### src/rtl/step_pulse_gen_if.sv
// step_pulse_gen_if: move-command handshake between decision logic (master) and step_pulse_gen (slave).
interface step_pulse_gen_if #(
   parameter int CNT_W = 16,
   parameter int PER_W = 16
);
   logic             cmd_valid;
   logic             cmd_ready;
   logic             cmd_dir;
   logic [CNT_W-1:0] cmd_steps;
   logic [PER_W-1:0] cmd_period;
   modport master (output cmd_valid, cmd_steps, cmd_dir, cmd_period, input cmd_ready);
   modport slave (input cmd_valid, cmd_steps, cmd_dir, cmd_period, output cmd_ready);
endinterface

### src/rtl/step_pulse_gen.sv
// step_pulse_gen: turns one move command into a STEP(PWM)/DIR/EN pulse train for the stepper sequencer.
// Define STEP_RAMP_EN to start each move slow and shorten the period pulse by pulse.
module step_pulse_gen #(
   parameter int CNT_W     = 16,
   parameter int PER_W     = 16,
   parameter int MIN_PER   = 4,
   parameter int SETUP_CYC = 8,
   parameter int RAMP_ADD  = 64,
   parameter int RAMP_DEC  = 4
) (
   input  logic             clk,
   input  logic             rst_n,
   step_pulse_gen_if.slave  cmd,
   input  logic             abort,
   output logic             PWM,
   output logic             DIR,
   output logic             EN,
   output logic             busy,
   output logic             done,
   output logic [CNT_W-1:0] steps_left
);
   typedef enum logic [2:0] {IDLE, SETUP, PULSE_HI, PULSE_LO, DONE} state_t;
   state_t           state_q, state_d;
   logic [PER_W-1:0] per_q, per_d, cnt_q, cnt_d, per, per_nx, per_eff;
   logic [CNT_W-1:0] steps_q, steps_d;
   logic             dir_q, dir_d, pwm_q, en_q, abort_q, abort_d, accept, step_end;
   assign per_eff  = cmd.cmd_period < PER_W'(MIN_PER) ? PER_W'(MIN_PER) : cmd.cmd_period;
   assign accept   = state_q == IDLE && cmd.cmd_valid;
   assign step_end = state_q == PULSE_LO && !abort && cnt_q == '0;
`ifdef STEP_RAMP_EN
   logic [PER_W-1:0] cur_q, cur_d;
   logic [PER_W:0]   ramp_sum;
   assign ramp_sum = {1'b0, per_eff} + (PER_W+1)'(RAMP_ADD);
   assign per      = cur_q;
   // cur_q never drops below per_q, so the difference cannot underflow
   assign per_nx   = (cur_q - per_q > PER_W'(RAMP_DEC)) ? cur_q - PER_W'(RAMP_DEC) : per_q;
   assign cur_d    = accept ? (ramp_sum[PER_W] ? '1 : ramp_sum[PER_W-1:0]) : step_end ? per_nx : cur_q;
   always_ff @(posedge clk or negedge rst_n)
      if (!rst_n) cur_q <= '0;
      else        cur_q <= cur_d;
`else
   assign per    = per_q;
   assign per_nx = per_q;
`endif
   always_comb begin
      state_d = state_q;
      cnt_d   = cnt_q - PER_W'(cnt_q != '0);
      per_d   = per_q;
      steps_d = steps_q;
      dir_d   = dir_q;
      abort_d = abort_q;
      case (state_q)
         IDLE: begin
            abort_d = 1'b0;
            if (cmd.cmd_valid) begin
               per_d   = per_eff;
               steps_d = cmd.cmd_steps;
               dir_d   = cmd.cmd_dir;
               cnt_d   = PER_W'(SETUP_CYC - 1);
               state_d = cmd.cmd_steps == '0 ? DONE : SETUP;
            end
         end
         SETUP:
            if (abort) state_d = DONE;
            else if (cnt_q == '0) begin
               state_d = PULSE_HI;
               cnt_d   = (per >> 1) - 1'b1;
            end
         PULSE_HI: begin
            // an abort seen mid-pulse is held so the high phase is never cut short
            abort_d = abort_q | abort;
            if (cnt_q == '0) begin
               state_d = (abort_q | abort) ? DONE : PULSE_LO;
               cnt_d   = per - (per >> 1) - 1'b1;
            end
         end
         PULSE_LO:
            if (abort) state_d = DONE;
            else if (step_end) begin
               steps_d = steps_q - 1'b1;
               state_d = steps_q == CNT_W'(1) ? DONE : PULSE_HI;
               cnt_d   = (per_nx >> 1) - 1'b1;
            end
         DONE:    state_d = IDLE;
         default: state_d = IDLE;
      endcase
   end
   always_ff @(posedge clk or negedge rst_n)
      if (!rst_n) begin
         state_q <= IDLE;
         cnt_q   <= '0;
         per_q   <= '0;
         steps_q <= '0;
         dir_q   <= 1'b0;
         abort_q <= 1'b0;
         pwm_q   <= 1'b0;
         en_q    <= 1'b0;
      end else begin
         state_q <= state_d;
         cnt_q   <= cnt_d;
         per_q   <= per_d;
         steps_q <= steps_d;
         dir_q   <= dir_d;
         abort_q <= abort_d;
         pwm_q   <= state_d == PULSE_HI;
         en_q    <= state_d inside {SETUP, PULSE_HI, PULSE_LO};
      end
   assign PWM           = pwm_q;
   assign DIR           = dir_q;
   assign EN            = en_q;
   assign busy          = state_q != IDLE;
   assign done          = state_q == DONE;
   assign cmd.cmd_ready = state_q == IDLE;
   assign steps_left    = steps_q;
endmodule
### src/flat_wrapper.sv
// flat-port wrapper written by rule: the top's interface ports become plain ports
module step_pulse_gen_flat 
#(
   parameter int CNT_W     = 16,
   parameter int PER_W     = 16,
   parameter int MIN_PER   = 4,
   parameter int SETUP_CYC = 8,
   parameter int RAMP_ADD  = 64,
   parameter int RAMP_DEC  = 4
)
  (clk, rst_n, abort, PWM, DIR, EN, busy, done, steps_left, cmd_cmd_valid, cmd_cmd_steps, cmd_cmd_dir, cmd_cmd_period, cmd_cmd_ready);
  step_pulse_gen_if #(.CNT_W(CNT_W), .PER_W(PER_W)) cmd_i ();
  input  logic clk;
  input  logic rst_n;
  input  logic abort;
  output logic PWM;
  output logic DIR;
  output logic EN;
  output logic busy;
  output logic done;
  output logic [CNT_W-1:0] steps_left;
  input wire logic [$bits(cmd_i.cmd_valid)-1:0] cmd_cmd_valid;
  input wire logic [$bits(cmd_i.cmd_steps)-1:0] cmd_cmd_steps;
  input wire logic [$bits(cmd_i.cmd_dir)-1:0] cmd_cmd_dir;
  input wire logic [$bits(cmd_i.cmd_period)-1:0] cmd_cmd_period;
  output wire logic [$bits(cmd_i.cmd_ready)-1:0] cmd_cmd_ready;
  assign cmd_i.cmd_valid = cmd_cmd_valid;
  assign cmd_i.cmd_steps = cmd_cmd_steps;
  assign cmd_i.cmd_dir = cmd_cmd_dir;
  assign cmd_i.cmd_period = cmd_cmd_period;
  assign cmd_cmd_ready = cmd_i.cmd_ready;
  step_pulse_gen #(.CNT_W(CNT_W), .PER_W(PER_W), .MIN_PER(MIN_PER), .SETUP_CYC(SETUP_CYC), .RAMP_ADD(RAMP_ADD), .RAMP_DEC(RAMP_DEC)) u_core (.clk(clk), .rst_n(rst_n), .cmd(cmd_i), .abort(abort), .PWM(PWM), .DIR(DIR), .EN(EN), .busy(busy), .done(done), .steps_left(steps_left));
endmodule
### config.mk
export PLATFORM = sky130hd
export DESIGN_NAME = step_pulse_gen_flat
export DESIGN_NICKNAME = d
export VERILOG_FILES = /design/src/rtl/step_pulse_gen_if.sv /design/src/rtl/step_pulse_gen.sv /design/src/flat_wrapper.sv
export SDC_FILE = /design/constraint.sdc
export NUM_CORES = 1
export LEC_CHECK = 0
export ABC_AREA = 1
export BUFFER_PORTS_ARGS = -buffer_cell sky130_fd_sc_hd__buf_4
export CORE_MARGIN = 1
export CORE_UTILIZATION = 42
export CTS_CLUSTER_SIZE = 24
export DETAILED_ROUTE_END_ITERATION = 8
export GPL_TIMING_DRIVEN = 0
export PLACE_DENSITY = 0.68
export SLEW_MARGIN = 5
export SYNTH_ARGS = -nofsm -noshare
export SYNTH_HDL_FRONTEND = slang
export SYNTH_SLANG_ARGS = --single-unit
export TNS_END_PERCENT = 20
### constraint.sdc
create_clock -name clk -period 2.8 [get_ports clk]
set_input_delay 0.56 -clock clk [delete_from_list [all_inputs] [get_ports clk]]
set_output_delay 0.56 -clock clk [all_outputs]
set_load 0.05 [all_outputs]
==> results of run 1 <==
cells in the mapped netlist (2+ instances only):
library cell | count | area, µm²
inv_1 | 112 | 420
xnor2_1 | 7 | 61.3
nand2_4 | 2 | 22.5
o21ai_0 | 56 | 280
a22oi_1 | 4 | 30.0
nand3b_1 | 2 | 15.0
a31oi_1 | 2 | 12.5
buf_2 | 4 | 20.0
a21oi_1 | 24 | 120
nor4_1 | 4 | 25.0
o21ai_1 | 4 | 20.0
nor2_2 | 2 | 12.5
ha_1 | 35 | 438
nand4_1 | 7 | 43.8
o211ai_1 | 3 | 22.5
dfrtp_1 | 55 | 1380
clkbuf_1 | 5 | 18.8
nor3_1 | 3 | 15.0
xor2_1 | 16 | 140
nor2_1 | 113 | 424
o221ai_1 | 2 | 17.5
o22ai_1 | 2 | 12.5
nor3_2 | 2 | 20.0
o21bai_1 | 4 | 30.0
nand2_1 | 263 | 987
buf_6 | 3 | 33.8
nand3_1 | 72 | 360
critical path, cell delays in order, from the launching register on:
cell,delay [ns]
dfrtp_1,0.41
nor2_1,0.20
nand2_1,0.09
nor2_2,0.19
nand2_2,0.13
buf_2,0.22
ha_1,0.23
ha_1,0.22
nand2_2,0.14
nor2_4,0.07
nand2_1,0.06
nand2_1,0.08
nand2_1,0.11
nor2_1,0.05
nor2_1,0.08
nand2_1,0.06
inv_1,0.05
nand3_1,0.06
cells by family (layout without fill, tap and decap cells):
family                   after synthesis  after routing
AO/OA/AOI/OAI                        104            104
buffers and inverters                127            193
AND/OR/NAND/NOR                      474            474
XOR/XNOR                              23             23
flip-flops                            55             55
adder cells (fa/ha/maj)               36             36
through the flow:
stage	util	setup slack (ns)	instance area, µm²	hold slack (ns)
finish	0.505	0.239	5860	0.316
global route	0.505	0.00918	5860	0.391
CTS	0.503	0.0500	5850	0.358
detailed placement	0.491	0.0600	5700	0.472
global placement	0.491	0.105	5700	0.467
floorplan	-	0.484	5090	0.264
state kept, by name (all words and copies together), names as in the netlist:
name               count
u_core.per            16
u_core.cnt_q          16
u_core.state_q         3
u_core.abort_q         1
u_core.steps_left     16
u_core.PWM             1
u_core.DIR             1
u_core.EN              1
how the worst max path moves through the flow:
| stage | to | cells past startpoint |
|---|---|---|
| after detailed placement | u_core.cnt_q[14] | 17 |
| final | u_core.cnt_q[14] | 17 |
| after global placement | u_core.cnt_q[14] | 17 |
| after CTS | u_core.cnt_q[14] | 17 |
| after global routing | u_core.cnt_q[14] | 17 |
| after floorplan | u_core.cnt_q[14] | 17 |
routing by layer:
metal,global-route usage,routed length [µm],vias up
met1,0.337,6950,2294
met2,0.361,6120,160
met4,0.0462,97,0
li1,-,-,2723
met5,0,0,-
met3,0.0324,839,7
layout make-up:
class / instances / area, µm² / share of cell area
plain buffers: 13 / 80.1 / 0.0137
clock buffers: 6 / 129 / 0.0220
clock inverters: 2 / 17.5 / 0.00299
inverters: 114 / 430 / 0.0734
multi-input cells: 637 / 3220 / 0.549
flip-flops and latches: 55 / 1380 / 0.235
well taps: 143 / 179 / 0.0305
repair buffers: 58 / 435 / 0.0742
repair_timing:
item / in CTS / in global routing
gates resized for setup: 0 / 5
setup endpoints to repair: 0 / 3
endpoints found under the hold margin: 0 / 0
where the power goes:
part           leakage (nW)  switching [mW]  internal, mW  total (mW)
Combinational          2.38            3.37          1.63        5.00
Sequential            0.692           0.376          1.13        1.51
Clock                0.0710           0.302         0.336       0.639
==> out/qor.yml, run 1 <==
ios: 59
rows: 39
routabilityCongestion: 0.878
synth_compound_area_frac: 0.112
clk_latency_ns: 0.30
first_pass_iters: 8
outcome: "complete, but fails checks"
mostFrequentLayoutCells: "262 x nand2_1, 112 x inv_1, 111 x nor2_1"
coreArea_mm2: 0.0116
cts_made_buffers: 5
detail-route-antenna-nets: 0
grt_max_degree: 56
synth_top_family_by_area: "simple AND/OR/NAND/NOR gates"
cts.sinks: 55
leakagePower_nw: 3.14
synth_cell_type_count: 38
setup_tns_ns: 0
viasPerCell: 5.04
clock_path_buffers: 2
avgRoutedWirePerCell_um: 13.6
ir_drop_v: 0.000528
diodes: 0
htreeDepth: 2
drv_cap: 0
clk_transition_reported_paths_ns: 0.07
slew-limit-headroom: 0.508
die_w_um: 112
start_kind: "flop"
synth-seq-cells: 55
tightest_slew_ns: 0.737
ys.flop_type: "dfrtp_1"
syn_area_mm2: 0.00509
final_nets: 957
drt_wl_total_mm: 14.0
cts_root_buf: "clkbuf_16"
final_cells: 1028
cts_hold_buf: 0
reg2reg_slack_ns: 0.24
drc: 5
rr_worst_depth: 17
syn_avg_cell_area_um2: 6.21
hpwl_mm: 11.3
worstReg2RegEnd: "u_core.cnt_q[14]"
worstPathArrival_ns: 2.75
grt.overflow.total: 0
die_y_um: 112
vias: 5184
grt_pass1_vias: 4661
critPathRequiredTime_ns: 2.99
syn_inst: 819
grt_pass1_wl_mm: 23.0
maxSlewViolCount: 0
end_kind: "flop"
yosysWarnings: 0
critical_path_class: "flop to flop"
track_usage: 0.230
synthAdderAreaFrac: 0.0900
antenna_found_initial: 0
p_per_area_mw_per_mm2: 1220
rr_startpoint: "u_core.cnt_q[13]"
drt_iter0_drc: 410
die_area_mm2: 0.0126
syn-num-nets: 892
nFillCells: 1212
port_buffers: 58
synth-edff-count: 0
synth_simple_gate_area_frac: 0.387
muxShareOfSynthArea: 0
placed_cells: 1020
grt_setup_unrepaired: "no"
drive_gt1_frac: 0.0994
fin_crit_sh: 0.914
synthArstFlopShare: 1.00
synth.yosys.seq_area_share: 0.271
start_util: 0.438
path_max_fanout: 10
failed_checks: "DRC"
crit_path_start: "u_core.cnt_q[13]"
hold_viol: 0
clock.fmax_mhz: 391
period_minus_slack_ns: 2.56
setup_viol: 0
hold_class: "input port to asynchronous set/reset pin"
area_delta_synth_final_pct: 15.3
finalPower_mw: 7.14
synth_xor_area_frac: 0.0396
final_common_cell: "nand2_1"
finalClockSkew_ns: 0.00448
cts_tree: "built"
postCtsSetupRepairBufs: 0
Power figures use the tool's default switching activity.
==> run 2: changes to the inputs <==
==> constraint.sdc (replaced) <==
create_clock -name clk -period 2.75 [get_ports clk]
set_input_delay 0.6875 -clock clk [delete_from_list [all_inputs] [get_ports clk]]
set_output_delay 0.6875 -clock clk [all_outputs]
set_load 0.05 [all_outputs]
==> out/qor.yml, run 2 (synthesis gave the netlist of run 1 again) <==
drt_wl_total_mm: 14.0  # about the same
hpwl_mm: 11.3  # unchanged
path_max_fanout: 10  # unchanged
end_kind: "flop"
tightest_slew_ns: 0.741  # +0.00389 ns
maxSlewViolCount: 0  # unchanged
failed_checks: "DRC"
clk_transition_reported_paths_ns: 0.07  # about the same
swShare: 0.566  # -0.000887
clock.fmax_mhz: 396  # +1.4%
port_buffers: 58  # unchanged
dp_slack_ns: 0.0100  # -0.0500 ns
cts_root_buf: "clkbuf_16"
max_stage_delay_ns: 0.42  # about the same
period_minus_slack_ns: 2.53  # -0.0343 ns
track_usage: 0.230  # about the same
hold_viol: 0  # unchanged
drc: 5  # unchanged
start_kind: "flop"
p_seq_frac: 0.210  # about the same
finalClockSkew_ns: 0.00550  # +0.00102 ns
hold_class: "input port to asynchronous set/reset pin"
setup_tns_ns: 0  # unchanged
coreArea_mm2: 0.0116  # unchanged
vias: 5193  # +0.17%
clock_path_buffers: 2  # unchanged
cts_tree: "built"
area_delta_synth_final_pct: 15.5
p_per_area_mw_per_mm2: 1240  # +2.2%
clk_latency_ns: 0.30  # about the same
final_nets: 958  # +0.10%
finalPower_mw: 7.31  # +2.4%
drive_gt1_frac: 0.100  # +0.00102
drv_cap: 0  # unchanged
critPathRequiredTime_ns: 2.94  # -0.05 ns
cts_made_buffers: 5  # unchanged
grt_pass1_vias: 4659  # -0.043%
detail-route-antenna-nets: 0  # unchanged
grt_pass1_wl_mm: 23.0  # about the same
crit_path_start: "u_core.cnt_q[10]"
internal-power_mw: 3.18  # +2.6%
grt.overflow.total: 0  # unchanged
setup_ws_ns: 0.224  # -0.0157 ns
routabilityCongestion: 0.878  # unchanged
cts.sinks: 55  # unchanged
viasPerCell: 5.05  # about the same
ios: 59  # unchanged
die_w_um: 112  # unchanged
critical_path_class: "flop to flop"
final_common_cell: "nand2_1"
htreeDepth: 2  # unchanged
pwr-share-clk: 0.090  # about the same
fin_crit_sh: 0.919  # +0.00417
p_sw_mw: 4.14  # +2.2%
rows: 39  # unchanged
die_area_mm2: 0.0126  # unchanged
drt_iter0_drc: 371  # -9.5%
setup_viol: 0  # unchanged
mostFrequentLayoutCells: "262 x nand2_1, 112 x inv_1, 111 x nor2_1"
combPwrFrac: 0.700  # about the same
slew-limit-headroom: 0.506  # -0.00259
outcome: "complete, but fails checks"
grt_max_degree: 56  # unchanged
first_pass_iters: 8  # unchanged
avgRoutedWirePerCell_um: 13.6  # about the same
slowest_stage: "dfrtp_1"
ir_drop_v: 0.000537  # +1.8%
leakagePower_nw: 3.15  # +0.16%
crit_path_cell_trace: "nor2_1 -> nand2_1 -> nor2_4 -> nand2_2 -> buf_2 -> ha_1 -> nand3_1 -> nor2_1 -> nand3_1 -> nand2_1 -> nor2_1 -> nor2_1 -> nand2_1 -> inv_1 -> nand3_1"
rr_startpoint: "u_core.cnt_q[10]"
antenna_found_initial: 0  # unchanged
cp_common_cell: "nor2_1"
grt_setup_unrepaired: "no"
diodes: 0  # unchanged
postLayoutCoreUtil: 0.506  # +0.00108
die_y_um: 112  # unchanged
worstPathArrival_ns: 2.71  # -0.04 ns
start_util: 0.438  # unchanged
-- run 2: changes by cell type in the layout (fill, tap and decap cells not counted), sizes merged --
cell and change:
buf +1
-- run 2: power groups by stage --
stage	Clock (mW)	Sequential (mW)	Combinational, mW
2_1_floorplan	0	1.90	3.34
3_3_place_gp	0	1.54	4.98
3_5_place_dp	0	1.55	4.99
4_1_cts	0.669	1.53	5.03
5_1_grt	0.698	1.58	5.78
6_report	0.657	1.53	5.12
-- run 2: through the flow --
stage | hold slack [ns] | cells | cell area [µm²]
after floorplan | 0.392 | 819 | 5090
after global placement | 0.467 | 1020 | 5700
after detailed placement | 0.472 | 1020 | 5700
after CTS | 0.485 | 1028 | 5850
after global routing | 0.519 | 1029 | 5880
final | 0.445 | 1029 | 5880
-- run 2: final timing paths --
path                       slack (ns)  cells past startpoint                to
hold reg to reg                  0.49                      2        u_core.DIR
min in group clk                 0.49                      2        u_core.DIR
max in group asynchronous        1.82                      1        u_core.DIR
setup / recovery                 0.22                     15  u_core.cnt_q[15]
hold / removal                   0.45                      1  u_core.cnt_q[13]
setup reg to reg                 0.22                     15  u_core.cnt_q[15]
-- run 2: critical path, delay by kind of cell, from the launching register on --
| family | cells | cell delay (ns) |
|---|---|---|
| adder cells (fa/ha/maj) | 1 | 0.20 |
| buffers and inverters | 2 | 0.30 |
| flip-flops | 1 | 0.42 |
| AND/OR/NAND/NOR | 12 | 1.48 |
-- run 2: timing repair --
action	4_1_cts	5_1_grt
endpoints found under the setup margin	1	4
hold endpoints to repair	0	0
hold buffers	0	0
gates resized for setup	1	5
buffers inserted	0	1
pin swaps	0	1
-- run 2: area by class of cell --
| cell class | instances | area [µm²] |
|---|---|---|
| clock buffer | 6 | 129 |
| timing repair buffer | 59 | 443 |
| inverter | 114 | 430 |
| tap | 143 | 179 |
| sequential | 55 | 1380 |
| fill | 1210 | 5740 |
| multi-input combinational | 637 | 3220 |
| clock inverter | 2 | 17.5 |
| buffer | 13 | 80.1 |
-- run 2: per-layer routing --
metal / up-vias / share of wire / routed length (µm) / track usage
li1: 2720 / - / - / -
met1: 2307 / 0.49 / 6860 / 0.337
met2: 160 / 0.44 / 6180 / 0.361
met3: 6 / 0.063 / 887 / 0.0324
met4: 0 / 0.0071 / 99 / 0.0462
met5: - / 0 / 0 / 0
==> run 3: changes to the inputs <==
--- a/config.mk
+++ b/config.mk
@@ -5,11 +5,10 @@
 export SDC_FILE = /design/constraint.sdc
 export NUM_CORES = 1
 export LEC_CHECK = 0
-export ABC_AREA = 1
 export BUFFER_PORTS_ARGS = -buffer_cell sky130_fd_sc_hd__buf_4
 export CORE_MARGIN = 1
 export CORE_UTILIZATION = 42
-export CTS_CLUSTER_SIZE = 24
+export CTS_CLUSTER_SIZE = 8
 export DETAILED_ROUTE_END_ITERATION = 8
 export GPL_TIMING_DRIVEN = 0
 export PLACE_DENSITY = 0.68
==> out/qor.yml, run 3 <==
hpwl_mm: 9.27  # -18%
area_delta_synth_final_pct: 17.6
internal-power_mw: 3.13  # -1.6%
dpl_cell_area_mm2: 0.00492  # -14%
crit_path_cell_trace: "buf_1 -> clkbuf_1 -> and2_1 -> buf_4"
clock_path_buffers: 2  # unchanged
max_stage_delay_ns: 0.41  # about the same
synth.largest_area_cell: "dfrtp_1"
setup_tns_ns: 0  # unchanged
synth_cell_type_count: 63  # +66%
outcome: "finished clean"
finalClockSkew_ns: 0.0114  # +0.00586 ns
routabilityCongestion: 0.912  # +3.9%
synthArstFlopShare: 1.00  # unchanged
combPwrFrac: 0.678  # -0.022
final_nets: 662  # -31%
ios: 59  # unchanged
finalPower_mw: 6.58  # -10%
setup_ws_ns: 0.152  # -0.0712 ns
hold_viol: 0  # unchanged
drv_cap: 0  # unchanged
port_buffers: 58  # unchanged
clock.fmax_mhz: 385  # -2.7%
path_max_fanout: 10  # unchanged
drt_wl_total_mm: 11.8  # -16%
leakagePower_nw: 2.19  # -30%
crit_buf_inv: 3  # +1
nFillCells: 940  # -22%
cts_root_buf: "clkbuf_8"
vias: 4089  # -21%
final_cells: 722  # -30%
syn_inst: 521  # -36%
maxSlewViolCount: 0  # unchanged
seqCellArea_mm2: 0.00138  # +0.45%
detail-route-antenna-nets: 0  # unchanged
drt_iter0_drc: 231  # -38%
critPathRequiredTime_ns: 2.06  # -0.88 ns
track_usage: 0.232  # +0.00220
clk_latency_ns: 0.32  # +0.02 ns
p_seq_frac: 0.239  # +0.029
synth-seq-cells: 55  # unchanged
synthTopCellsByCount: "55 x dfrtp_1, 46 x nor2_1, 45 x nand2_1"
ir_drop_v: 0.000647  # +20%
final_common_cell: "buf_4"
synth-edff-count: 0  # unchanged
cts_tree: "built"
grt.overflow.total: 0  # unchanged
slew-limit-headroom: 0.513  # +0.00763
cts_made_buffers: 5  # unchanged
synth.yosys.seq_area_share: 0.319  # +0.0484
period_minus_slack_ns: 2.60  # +0.0712 ns
tightest_slew_ns: 0.730  # -0.0115 ns
end_kind: "output pin"
cts.sinks: 55  # unchanged
p_per_area_mw_per_mm2: 1300  # +4.3%
start_util: 0.437  # -0.000603
critical_path_class: "flop to output pin"
drive_gt1_frac: 0.165  # +0.0642
worstPathArrival_ns: 1.91  # -0.80 ns
first_pass_iters: 5  # -3
grt_pass1_vias: 3931  # -16%
synthDominantCellAreaShare: 0.319  # +0.0484
dp_slack_ns: -0.286  # -0.296 ns
viasPerCell: 5.66  # +12%
yosysWarnings: 0  # unchanged
grt_pass1_wl_mm: 19.0  # -17%
syn-num-nets: 594  # -33%
die_y_um: 103  # -7.8%
die_w_um: 103  # -7.8%
rows: 36  # -7.7%
slowest_stage: "dfrtp_1"
clk_transition_reported_paths_ns: 0.10  # +0.03 ns
ys.flop_type: "dfrtp_1"
grt_setup_unrepaired: "no"
p_sw_mw: 3.46  # -16%
multi_input_area_mm2: 0.00274  # -15%
swShare: 0.525  # -0.0405
coreArea_mm2: 0.00986  # -15%
drc: 0  # -5
hold_class: "input port to asynchronous set/reset pin"
placed_cells: 712  # -30%
syn_avg_cell_area_um2: 8.28  # +33%
htreeDepth: 2  # unchanged
path_delay_family: "buffers and inverters"
fin_crit_sh: 0.945  # +0.0259
pwr-share-clk: 0.083  # -0.007
setup_viol: 0  # unchanged
synthTopCellsByArea: "dfrtp_1 32%, ha_1 10%, xnor2_1 5.9%"
yosysMostFrequentCell: "dfrtp_1"
avgRoutedWirePerCell_um: 16.4  # +20%
start_kind: "flop"
grt_max_degree: 56  # unchanged
mostFrequentLayoutCells: "62 x buf_4, 50 x dfrtp_1, 45 x nor2_1, 45 x nand2_1, 38 x o21ai_0"
syn_area_mm2: 0.00431  # -15%
die_area_mm2: 0.0107  # -15%
postLayoutCoreUtil: 0.514  # +0.00830
final_design_area_no_fill_mm2: 0.00507  # -14%
hold_slack_ns: 0.419  # -0.0263 ns
antenna_found_initial: 0  # unchanged
diodes: 0  # unchanged
-- run 3: cell count changes after synthesis, moves of 18 or more --
cell	before	now
nand2_1	263	45
xnor2_1	7	29
nor2_1	113	46
inv_1	112	36
o21ai_0	56	38
nand3_1	72	17
-- run 3: final timing paths --
check                             startpoint                to  slack, ns  cells after the start
setup / recovery           u_core.state_q[2]              done       0.15                      4
hold / removal                         rst_n    u_core.per[10]       0.42                      1
setup reg to reg            u_core.cnt_q[11]  u_core.cnt_q[12]       0.20                     12
hold reg to reg                   u_core.DIR        u_core.DIR       0.49                      2
max in group asynchronous              rst_n   u_core.cnt_q[6]       1.81                      1
min in group clk                  u_core.DIR        u_core.DIR       0.49                      2
-- run 3: layout make-up --
class                   instances  area share
flip-flops and latches         55       0.273
clock buffers                   6      0.0143
well taps                     133      0.0328
clock inverters                 1     0.00592
repair buffers                 61      0.0903
multi-input cells             412       0.540
plain buffers                  17      0.0160
inverters                      37      0.0279
-- run 3: timing repair --
item	4_1_cts	5_1_grt
pin swaps	2	2
gates cloned	0	0
resized for setup	4	7
setup endpoints to repair	3	3
hold buffers	0	0
buffers inserted	1	2
-- run 3: power groups by stage --
stage	logic, mW	clock network, mW	registers [mW]
4_1_cts	4.43	0.560	1.56
6_report	4.46	0.544	1.58
2_1_floorplan	2.86	0	1.93
3_5_place_dp	4.36	0	1.57
5_1_grt	4.92	0.588	1.63
3_3_place_gp	4.32	0	1.54
-- run 3: kinds of logic (layout without fill, tap and decap cells) --
logic type	Yosys count	count (layout)	synth area share
simple gates	187	187	0.223
compound gates	149	149	0.219
flops	55	55	0.319
buf+inv	54	122	0.0510
xor+xnor	38	38	0.0771
fa+ha+maj	36	36	0.106
mux	2	2	0.00464
-- run 3: metal layers --
layer,vias to the layer above,track usage,wire length [µm]
met3,21,0.0329,541
met2,125,0.401,5750
li1,2000,-,-
met5,-,0,0
met4,0,0.0780,271
met1,1943,0.297,5260
